[config.mk]
export PLATFORM = sky130hd
export DESIGN_NAME = mux8_scan_ctrl
export DESIGN_NICKNAME = d
export VERILOG_FILES = /design/src/rtl/mux8_scan_pkg.sv /design/src/rtl/mux8_scan_idx.sv /design/src/rtl/mux8_scan_ctrl.sv
export SDC_FILE = /design/constraint.sdc
export NUM_CORES = 1
export LEC_CHECK = 0
export ABC_CLOCK_PERIOD_IN_PS = 2600
export BUFFER_PORTS_ARGS = -buffer_cell sky130_fd_sc_hd__buf_2
export CAP_MARGIN = 0
export CORE_MARGIN = 2
export CORE_UTILIZATION = 50
export DETAILED_ROUTE_END_ITERATION = 8
export PLACE_DENSITY_LB_ADDON = 0.12
export REMOVE_ABC_BUFFERS = 1
export SLEW_MARGIN = 20
export SYNTH_ARGS = -nofsm -noshare
export SYNTH_HDL_FRONTEND = slang
export SYNTH_SLANG_ARGS = --single-unit
[constraint.sdc]
create_clock -name clk -period 2.6 [get_ports clk]
set_input_delay 0.13 -clock clk [delete_from_list [all_inputs] [get_ports clk]]
set_output_delay 0.13 -clock clk [all_outputs]
set_load 0.01 [all_outputs]
[src/rtl/mux8_scan_pkg.sv]
// Shared types and constants for the 8:1 mux scan sequencer.
// Start/end index helpers keep the bit-order choice in one place.
package mux8_scan_pkg;

    localparam int IDX_W    = 3;
    localparam int NUM_BITS = 8;
    localparam int WCNT_W   = 8;

    typedef enum logic [1:0] {
        IDLE  = 2'd0,
        SHIFT = 2'd1,
        GAP   = 2'd2
    } state_e;

    function automatic logic [IDX_W-1:0] start_idx(input logic lsb_first);
        return lsb_first ? '0 : IDX_W'(NUM_BITS - 1);
    endfunction

    function automatic logic [IDX_W-1:0] end_idx(input logic lsb_first);
        return lsb_first ? IDX_W'(NUM_BITS - 1) : '0;
    endfunction

endpackage

[src/rtl/mux8_scan_idx.sv]
// 3-bit select index: clear to 0, load the word's start position, or step
// one position toward the end position. `last` flags the final position.
module mux8_scan_idx
    import mux8_scan_pkg::*;
#(
    parameter int LSB_FIRST = 1
) (
    input  logic             clk,
    input  logic             rst_n,
    input  logic             clear,
    input  logic             load,
    input  logic             step,
    output logic [IDX_W-1:0] idx,
    output logic             last
);

    localparam logic [IDX_W-1:0] START = start_idx(LSB_FIRST != 0);
    localparam logic [IDX_W-1:0] STOP  = end_idx(LSB_FIRST != 0);

    always_ff @(posedge clk or negedge rst_n) begin
        if (!rst_n) begin
            idx <= '0;
        end else if (clear) begin
            idx <= '0;
        end else if (load) begin
            idx <= START;
        end else if (step) begin
            if (LSB_FIRST != 0) begin
                idx <= idx + IDX_W'(1);
            end else begin
                idx <= idx - IDX_W'(1);
            end
        end
    end

    assign last = (idx == STOP);

endmodule

[src/rtl/mux8_scan_ctrl.sv]
// Sequencer feeding an external 8:1 mux: holds an accepted byte on d_out and
// walks the select through all eight positions, one per downstream beat.
module mux8_scan_ctrl
    import mux8_scan_pkg::*;
#(
    parameter int LSB_FIRST = 1,
    parameter int IDLE_GAP  = 0
) (
    input  logic              clk,
    input  logic              rst_n,
    input  logic              in_valid,
    output logic              in_ready,
    input  logic [7:0]        in_data,
    input  logic              flush,
    input  logic              out_ready,
    output logic [7:0]        d_out,
    output logic              sel_a,
    output logic              sel_b,
    output logic              sel_c,
    output logic              bit_valid,
    output logic              bit_last,
    output logic [WCNT_W-1:0] word_cnt,
    output state_e            fsm_state
);

    localparam logic [2:0] GAP_END = 3'(IDLE_GAP - 1);

    state_e           state;
    logic [2:0]       gap_cnt;
    logic [IDX_W-1:0] idx;
    logic             idx_last;
    logic             accept;
    logic             beat;
    logic             last_beat;
    logic             idx_clear;
    logic             idx_step;

    // Handshakes: a word moves when in_valid && in_ready on a rising edge; a bit
    // moves when bit_valid && out_ready. Neither ready depends on its own valid.
    assign in_ready  = !flush &&
                       ((state == IDLE) ||
                        ((IDLE_GAP == 0) && (state == SHIFT) && idx_last && out_ready));
    assign accept    = in_valid && in_ready;
    assign beat      = bit_valid && out_ready;
    assign last_beat = beat && idx_last;

    // A last beat without a follow-on word parks the select at 000.
    assign idx_clear = flush || (last_beat && !accept);
    assign idx_step  = beat && !idx_last;

    mux8_scan_idx #(
        .LSB_FIRST(LSB_FIRST)
    ) u_idx (
        .clk   (clk),
        .rst_n (rst_n),
        .clear (idx_clear),
        .load  (accept),
        .step  (idx_step),
        .idx   (idx),
        .last  (idx_last)
    );

    always_ff @(posedge clk or negedge rst_n) begin
        if (!rst_n) begin
            state     <= IDLE;
            d_out     <= '0;
            bit_valid <= 1'b0;
            word_cnt  <= '0;
            gap_cnt   <= '0;
        end else if (flush) begin
            // Abort drops the word but keeps d_out so the mux inputs stay quiet.
            state     <= IDLE;
            bit_valid <= 1'b0;
            gap_cnt   <= '0;
        end else begin
            if (accept) begin
                d_out <= in_data;
            end
            if (last_beat) begin
                word_cnt <= word_cnt + WCNT_W'(1);
            end
            case (state)
                IDLE: begin
                    if (accept) begin
                        state     <= SHIFT;
                        bit_valid <= 1'b1;
                    end
                end
                SHIFT: begin
                    if (last_beat && !accept) begin
                        bit_valid <= 1'b0;
                        gap_cnt   <= '0;
                        state     <= (IDLE_GAP > 0) ? GAP : IDLE;
                    end
                end
                GAP: begin
                    gap_cnt <= gap_cnt + 3'd1;
                    if (gap_cnt == GAP_END) begin
                        state <= IDLE;
                    end
                end
                default: begin
                    state     <= IDLE;
                    bit_valid <= 1'b0;
                end
            endcase
        end
    end

    assign {sel_a, sel_b, sel_c} = idx;
    assign bit_last              = bit_valid && idx_last;
    assign fsm_state             = state;

endmodule

==> flow_summary.json <==
{
  "antennaDiodeCount": 0,
  "finalHoldViolCount": 0,
  "syn_avg_cell_area_um2": 13.3,
  "die_y_um": 47.5,
  "gp_congestion": 0.819,
  "fp-row-count": 15,
  "first_pass_iters": 4,
  "end_kind": "flip-flop",
  "drc": 0,
  "use_met1": 0.229,
  "layout_min_cycle_time_ps": 1810,
  "first_global_vias": 638,
  "cts_tree": "done",
  "synth-seq-cells": 20,
  "pin_count": 37,
  "p_total_uw": 641,
  "crit_path_start_kind": "flip-flop",
  "ant_nets": 0,
  "yosys.area.top_type_share": 0.530,
  "antenna_found_initial": 0,
  "synthCells": 71,
  "place_ws_ps": 824,
  "skew_ps": 7.30,
  "root_buffer": "clkbuf_4",
  "fillCellCount": 151,
  "use_met2": 0.284,
  "grt_start_max_net_pins": 21,
  "rsz0062_at_grt": "no",
  "core_um2": 1750,
  "setup_viol": 0,
  "area_growth_pct": 24.8,
  "netlist_area_um2": 945,
  "status": "finished clean",
  "ys_seq_area_frac": 0.530,
  "clockBufferDepth": 2,
  "p_leak_nw": 0.654,
  "drv_slew": 0,
  "place_hpwl_um": 1320,
  "cts_sinks": 20,
  "utilization": 0.675,
  "clkLatencyLatePin_ps": 290,
  "use_met3": 0.0340,
  "grt-busiest-layer": "met2",
  "required_ps": 2790,
  "grt_pass1_wl_um": 2700,
  "ctsHtreeMaxLevel": 1,
  "min_period_over_period": 0.696,
  "num_vias": 680,
  "synthDistinctLibCells": 23,
  "die-area_um2": 2250,
  "grt_overflow_total": 0,
  "drive_above_1_share": 0.505,
  "hold_class": "in2reg",
  "synthTopCellsByArea": "dfrtp_1 53%, mux2_4 11%, xor2_1 4.6%",
  "ys.warnings.count": 0,
  "register_area_um2": 500,
  "fin_nets": 126,
  "wl_um": 1740,
  "cap_violations": 0,
  "fin_setup_tns_ps": 0,
  "multi_input_comb_area_um2": 418,
  "wl_per_cell_um": 13.0,
  "vias_per_cell": 5.07,
  "synth.largest_area_cell": "dfrtp_1",
  "cp_max_fo": 11,
  "drt-initial-drc-count": 4,
  "grt_util_all_layers": 0.177,
  "portBuffers": 35,
  "start_util": 0.541,
  "critical_path_class": "reg2reg",
  "ir_worst_vdd_mv": 0.294,
  "setup_slack_ps": 791,
  "cts_made_buffers": 3,
  "arrival_ps": 2000,
  "die_w_um": 47.5,
  "power.density_nw_per_um2": 544,
  "clk_pin_slew_ps": 110,
  "fmax_mhz": 553
}
[cells by family (layout without fill, tap and decap cells)]
group,after synthesis,in the layout,share of synthesized area
multiplexers,9,9,0.135
flip-flops,20,20,0.530
AO/OA/AOI/OAI,5,5,0.0411
other,1,1,0.00397
adder cells (fa/ha/maj),3,3,0.0397
AND/OR/NAND/NOR,23,23,0.158
XOR/XNOR,7,7,0.0649
buffers and inverters,3,41,0.0278
[sequential cells by signal, indices dropped and copies added, names as in the netlist]
register,count
word_cnt,8
u_idx.idx,3
bit_valid,1
d_out,8
[critical path: stages, from the launching register on]
cell	delay [ps]
dfrtp_1	410
ha_1	160
ha_1	280
a21boi_2	110
nor3b_2	150
buf_4	230
mux2_2	350
[cell type report]
cell class / count / share of cell area
Sequential cell: 20 / 0.425
Multi-Input combinational cell: 48 / 0.355
Clock buffer: 4 / 0.0308
Tap cell: 25 / 0.0265
Timing Repair Buffer: 37 / 0.163
[power by group]
part | switching (mW) | internal [mW] | leakage, nW
combinational | 0.0486 | 0.0628 | 0.373
clock | 0.0913 | 0.0852 | 0.0210
sequential | 0.0166 | 0.337 | 0.260
total | 0.157 | 0.485 | 0.654
[cells in the final DEF, fill, tap and decap left out]
cell,count
buf_2,35
dfrtp_1,20
nor2_1,7
mux2_4,7
xor2_1,5
nand3_1,4
nand2_1,3
ha_1,3
clkbuf_4,3
xnor2_1,2
mux2_2,2
a21oi_1,2
a32oi_1,2
nor3_1,2
a21boi_2,1
and2_2,1
and3b_2,1
nand4b_4,1
or2b_1,1
nand3b_1,1
nor3b_2,1
nor4_2,1
conb_1,1
clkbuf_8,1
dlygate4sd3_1,1
buf_4,1
[cell usage after synthesis]
cell type  count
ha_1           3
nand4b_4       1
nand2_1        3
xor2_1         5
nor3b_2        1
xnor2_1        2
or2b_1         1
nand3_1        4
nor3_1         2
a21boi_2       1
a32oi_1        2
nor2_1         7
nand3b_1       1
and2_2         1
buf_6          1
mux2_4         7
buf_4          2
nor4_2         1
a21oi_1        2
and3b_2        1
mux2_2         2
conb_1         1
dfrtp_1       20
[routing by layer]
metal  wire length (um)  vias to the layer above
li1                   -                      319
met2                913                       20
met3                 76                        2
met5                  0                        -
met1                734                      339
met4                 12                        0
[what timing repair did]
item | in CTS | in global routing
setup buffers | 0 | 0
hold buffers | 1 | 0
hold endpoints to repair | 20 | 0
gates resized for setup | 0 | 0
[worst paths after layout]
path / start / to / slack (ps) / cells after the start
setup / recovery: u_idx.idx[0] / d_out[7] / 790 / 6
hold / removal: in_data[3] / d_out[3] / 60 / 2
setup reg to reg: u_idx.idx[0] / d_out[7] / 790 / 6
hold reg to reg: word_cnt[7] / word_cnt[7] / 470 / 1
max in group asynchronous: rst_n / bit_valid / 1990 / 2
min in group asynchronous: rst_n / word_cnt[0] / 310 / 2
[per-stage QoR]
| step | instances | cell area [um^2] | hold WS, ps |
|---|---|---|---|
| after CTS | 134 | 1180 | 49.1 |
| after global routing | 134 | 1180 | 37.9 |
| after global placement | 129 | 1130 | 100 |
| final | 134 | 1180 | 55.1 |
| after floorplan | 68 | 918 | -166 |
| after detailed placement | 129 | 1130 | 93.8 |
Note: power is estimated with default switching activity, not from simulation.
